## src/rtl/pipe_queue.sv

```systemverilog
// Ready/valid queue: a DEPTH-entry ring buffer feeding one registered output stage.
// Optional macro PIPE_QUEUE_BYPASS_EN lets an input skip the empty ring for 1-cycle latency.
module pipe_queue #(
  parameter int unsigned DATA_WIDTH  = 32,
  parameter int unsigned DEPTH       = 4,
  parameter int unsigned AFULL_LEVEL = DEPTH - 1
) (
  input  logic                         clk,
  input  logic                         reset,
  input  logic                         flush,
  input  logic                         valid_in,
  input  logic [DATA_WIDTH-1:0]        data_in,
  output logic                         ready_in,
  output logic                         valid_out,
  output logic [DATA_WIDTH-1:0]        data_out,
  input  logic                         ready_out,
  output logic [$clog2(DEPTH+2)-1:0]   count,
  output logic                         afull
);

  localparam int unsigned AW = (DEPTH > 1) ? $clog2(DEPTH) : 1;
  localparam int unsigned CW = $clog2(DEPTH + 1);
  localparam int unsigned NW = $clog2(DEPTH + 2);

  logic [DATA_WIDTH-1:0] mem_q [DEPTH];
  logic [AW-1:0]         wr_ptr_q, wr_ptr_d;
  logic [AW-1:0]         rd_ptr_q, rd_ptr_d;
  logic [CW-1:0]         occ_q, occ_d;
  logic                  valid_q, valid_d;
  logic [DATA_WIDTH-1:0] data_q, data_d;

  logic ring_empty, ring_full, accept, advance, bypass, push, pop, write_en;

  // Handshake decode and next-state computation.
  always_comb begin
    ring_empty = (occ_q == '0);
    ring_full  = (occ_q == CW'(DEPTH));
    accept     = valid_in && !ring_full;
    advance    = !valid_q || ready_out;
`ifdef PIPE_QUEUE_BYPASS_EN
    bypass     = advance && ring_empty && accept;
`else
    bypass     = 1'b0;
`endif
    pop        = advance && !ring_empty;
    push       = accept && !bypass;
    write_en   = push && !flush;

    wr_ptr_d = wr_ptr_q;
    rd_ptr_d = rd_ptr_q;
    occ_d    = occ_q;
    valid_d  = valid_q;
    data_d   = data_q;

    if (push) begin
      wr_ptr_d = wr_ptr_q + AW'(1);
    end
    if (pop) begin
      rd_ptr_d = rd_ptr_q + AW'(1);
    end
    occ_d = occ_q + CW'(push) - CW'(pop);

    if (advance) begin
      if (pop) begin
        valid_d = 1'b1;
        data_d  = mem_q[rd_ptr_q];
      end else if (bypass) begin
        valid_d = 1'b1;
        data_d  = data_in;
      end else begin
        valid_d = 1'b0;
        data_d  = '0;
      end
    end

    // Flush discards everything, including an input offered this cycle.
    if (flush) begin
      wr_ptr_d = '0;
      rd_ptr_d = '0;
      occ_d    = '0;
      valid_d  = 1'b0;
      data_d   = '0;
    end
  end

  always_ff @(posedge clk) begin
    if (reset) begin
      wr_ptr_q <= '0;
      rd_ptr_q <= '0;
      occ_q    <= '0;
      valid_q  <= 1'b0;
      data_q   <= '0;
    end else begin
      wr_ptr_q <= wr_ptr_d;
      rd_ptr_q <= rd_ptr_d;
      occ_q    <= occ_d;
      valid_q  <= valid_d;
      data_q   <= data_d;
    end
  end

  // Ring storage carries no reset; occupancy alone qualifies its contents.
  always_ff @(posedge clk) begin
    if (write_en) begin
      mem_q[wr_ptr_q] <= data_in;
    end
  end

  assign ready_in  = !ring_full;
  assign valid_out = valid_q;
  assign data_out  = data_q;
  assign count     = NW'(occ_q) + NW'(valid_q);
  assign afull     = (occ_q >= CW'(AFULL_LEVEL));

endmodule

```

## config.mk

```make
export PLATFORM = sky130hd
export DESIGN_NAME = pipe_queue
export DESIGN_NICKNAME = d
export VERILOG_FILES = /design/src/rtl/pipe_queue.sv
export SDC_FILE = /design/constraint.sdc
export NUM_CORES = 1
export LEC_CHECK = 0
export CORE_UTILIZATION = 40
export CTS_CLUSTER_SIZE = 10
export DETAILED_ROUTE_END_ITERATION = 7
export PLACE_DENSITY = 0.73
export SLEW_MARGIN = 20
export SYNTH_ARGS = -nofsm -noshare
export SYNTH_HDL_FRONTEND = slang
export SYNTH_SLANG_ARGS = --single-unit
export TNS_END_PERCENT = 30
```

## constraint.sdc

```tcl
create_clock -name clk -period 2.3 [get_ports clk]
set_input_delay 0.23 -clock clk [delete_from_list [all_inputs] [get_ports clk]]
set_output_delay 0.23 -clock clk [all_outputs]
set_load 0.01 [all_outputs]
```

==> impl_metrics.toml <==
[status]
status = "complete, no violations"

[synth]
synth_area_um2 = 6190
synth_nets = 350
ys_seq_area_frac = 0.756
synth_ff_type = "edfxtp_1"
async_flop_share = 0
synth_cells = 303
synth_edf_count = 128
yosys.area.top_type_share = 0.620
syn_avg_cell_area_um2 = 20.4
ys_top_cells_by_count = "edfxtp_1, dfxtp_1, a22o_1, mux4_2"
synth_seq_cells = 170
ys_types = 29
synth.most_common_cell = "edfxtp_1"
yosys.area.top_type = "edfxtp_1"
yosys_warnings = 0
synth_area_leaders = "edfxtp_1, dfxtp_1, mux4_2"

[detailed_routing]
drc = 0
ant_nets = 0
vias = 3068
drtIter0Drc = 244
vias_per_cell = 5.14
drt-pass1-iter-count = 6
wl_per_cell_um = 18.3
wirelength_mm = 10.9

[global_routing]
grt_pass1_vias = 3271
overflow = 0
grt_max_degree = 33
gr-usage-all-layers = 0.153
grt_pass1_wl_mm = 17.9
antenna_found_initial = 0

[sta]
final.min_clock_period_ns = 2.10
hold_viol = 0
slew_headroom = 0.650
fin_tns_setup_ns = 0
finClkSkew_ns = 0.00726
setup_viol = 0
slew_viol_final = 0
tightestPinTransition_ns = 0.525
fmax_mhz = 475
period_share = 0.915
rsz0062_at_grt = "false"

[critical_path]
critPathCaptureType = "output pin"
cp.required_ns = 2.07
arrival_ns = 1.87
critPathMaxFanout = 6
worstPathCellList = "ha_1 > xor2_1 > clkdlybuf4s50_1"
setup.worst_path.start_class = "register"
rrSetupSlack_ns = 0.25
cp_slowest_stage_delay_ns = 0.56
path_buf_inv = 1
critPathSlowestCell = "clkdlybuf4s50_1"
worstSetupPathType = "register to output pin"
crit_family = "buffers and inverters"

[clock_tree]
cts_sinks = 170
clk_path_buf_depth = 2
clock_latency_ns = 0.42
root_buffer = "clkbuf_16"
cts_hold_buffers = 0
cts_tree = "done"
path_clk_slew_ns = 0.06
htreeDepth = 4
numCtsBuffers = 17

[flow_run]
cap_violations = 0

[finish]
stdcell_count = 597
num_antenna_cells = 0
area_growth_pct = 27.3
filler_cell_count = 1165
nNetsFinal = 443
layout-drive-gt1-share = 0.205

[floorplanning]
io_pins = 75
start_util = 0.409
core_area_um2 = 15100
fp.dieH_um = 126
dieArea_um2 = 16000
chipWidth_um = 126
rows = 45

[power]
p_int_mw = 6.07
irDropWorstVdd_uv = 557
power_density_nw_per_um2 = 996
p_sw_frac = 0.228
p_leak_nw = 2.62
switchingPower_mw = 1.79
clkPwrFrac = 0.380
pwr-share-seq = 0.460
share_comb_of_total_power = 0.160

[place]
place_inst = 565
gp_congestion = 0.673
port_buffers = 74
hpwl_mm = 6.78

[min_path]
hp-class = "input pin to register"
-- power by group through the flow --
stage | Combinational, mW | Clock, mW | Sequential [mW]
after floorplan | 0.774 | 0 | 3.68
after global placement | 1.25 | 0 | 3.66
after detailed placement | 1.27 | 0 | 3.68
after CTS | 1.28 | 3.03 | 3.61
after global routing | 1.39 | 3.16 | 3.64
final | 1.26 | 2.98 | 3.61
-- cells by family (layout without fill, tap and decap cells) --
kind of cell,Yosys count,in the layout,share of synthesized area
multiplexers,32,32,0.118
AND/OR/NAND/NOR,23,23,0.0242
buffers and inverters,23,129,0.0232
adder cells (fa/ha/maj),10,10,0.0214
AO/OA/AOI/OAI,43,43,0.0545
flip-flops,170,170,0.756
XOR/XNOR,2,2,0.00283
-- metal layers --
metal | GRT usage | vias up | routed length (µm)
li1 | - | 1413 | -
met1 | 0.193 | 1561 | 4620
met2 | 0.250 | 79 | 5550
met3 | 0.0405 | 15 | 542
met4 | 0.0638 | 0 | 186
met5 | 0 | - | 0
-- final cells by class --
class,count,area (µm²),share of cell area
clock inverters,12,170,0.0216
well taps,188,235,0.0298
inverters,9,33.8,0.00428
repair buffers,88,921,0.117
flip-flops and latches,170,4690,0.594
multi-input cells,110,1380,0.175
clock buffers,20,457,0.0579
-- metrics by stage --
| stage | instance area (µm²) | worst slack [ns] | util | hold WS [ns] | total power [mW] |
|---|---|---|---|---|---|
| 5_1_grt | 7890 | 0.0694 | 0.521 | 0.430 | 8.18 |
| 3_5_place_dp | 7250 | 0.130 | 0.479 | 0.454 | 4.95 |
| 3_3_place_gp | 7250 | 0.233 | 0.479 | 0.449 | 4.91 |
| 6_report | 7890 | 0.195 | 0.521 | 0.440 | 7.86 |
| 2_1_floorplan | 6190 | 0.281 | - | 0.329 | 4.46 |
| 4_1_cts | 7880 | 0.111 | 0.520 | 0.431 | 7.92 |
-- timing repair --
item | in CTS | in global routing
resized for setup | 0 | 2
setup buffers | 0 | 0
setup endpoints to repair | 0 | 2
-- cell usage in the layout (no fill, tap or decap), types with 2 or more instances in the layout --
cell type	netlist	layout
buf_12	0	6
o21ai_0	4	4
a21oi_1	6	6
nand3_1	2	2
and2_1	6	2
a22o_1	32	32
clkinv_2	0	2
nor3_4	2	2
nand2_1	2	2
clkinv_1	0	2
mux4_1	2	2
clkinvlp_4	0	2
clkbuf_8	0	2
clkdlybuf4s50_1	0	74
mux4_2	30	30
dfxtp_1	42	39
and2_2	0	4
dfxtp_2	0	3
nor2_1	3	3
clkbuf_16	0	17
buf_4	0	8
bufinv_16	0	4
edfxtp_1	128	128
ha_1	9	9
inv_1	9	9
-- state kept, by name, summed over array words and instances, names as in the netlist, named ones only --
signal	count
data_out	32
mem_q	128
occ_q	3
rd_ptr_q	2
valid_out	1
wr_ptr_q	2
-- worst paths after layout --
kind,start,to,cells past startpoint
setup / recovery,occ_q[1]$_SDFF_PP0_,count[2],3
hold / removal,data_in[26],mem_q[0][26]$_DFFE_PP_,1
setup reg to reg,occ_q[1]$_SDFF_PP0_,occ_q[2]$_SDFF_PP0_,8
hold reg to reg,data_out[6]$_SDFFE_PP0P_,data_out[6]$_SDFFE_PP0P_,1
(Power assumes the default switching activity.)
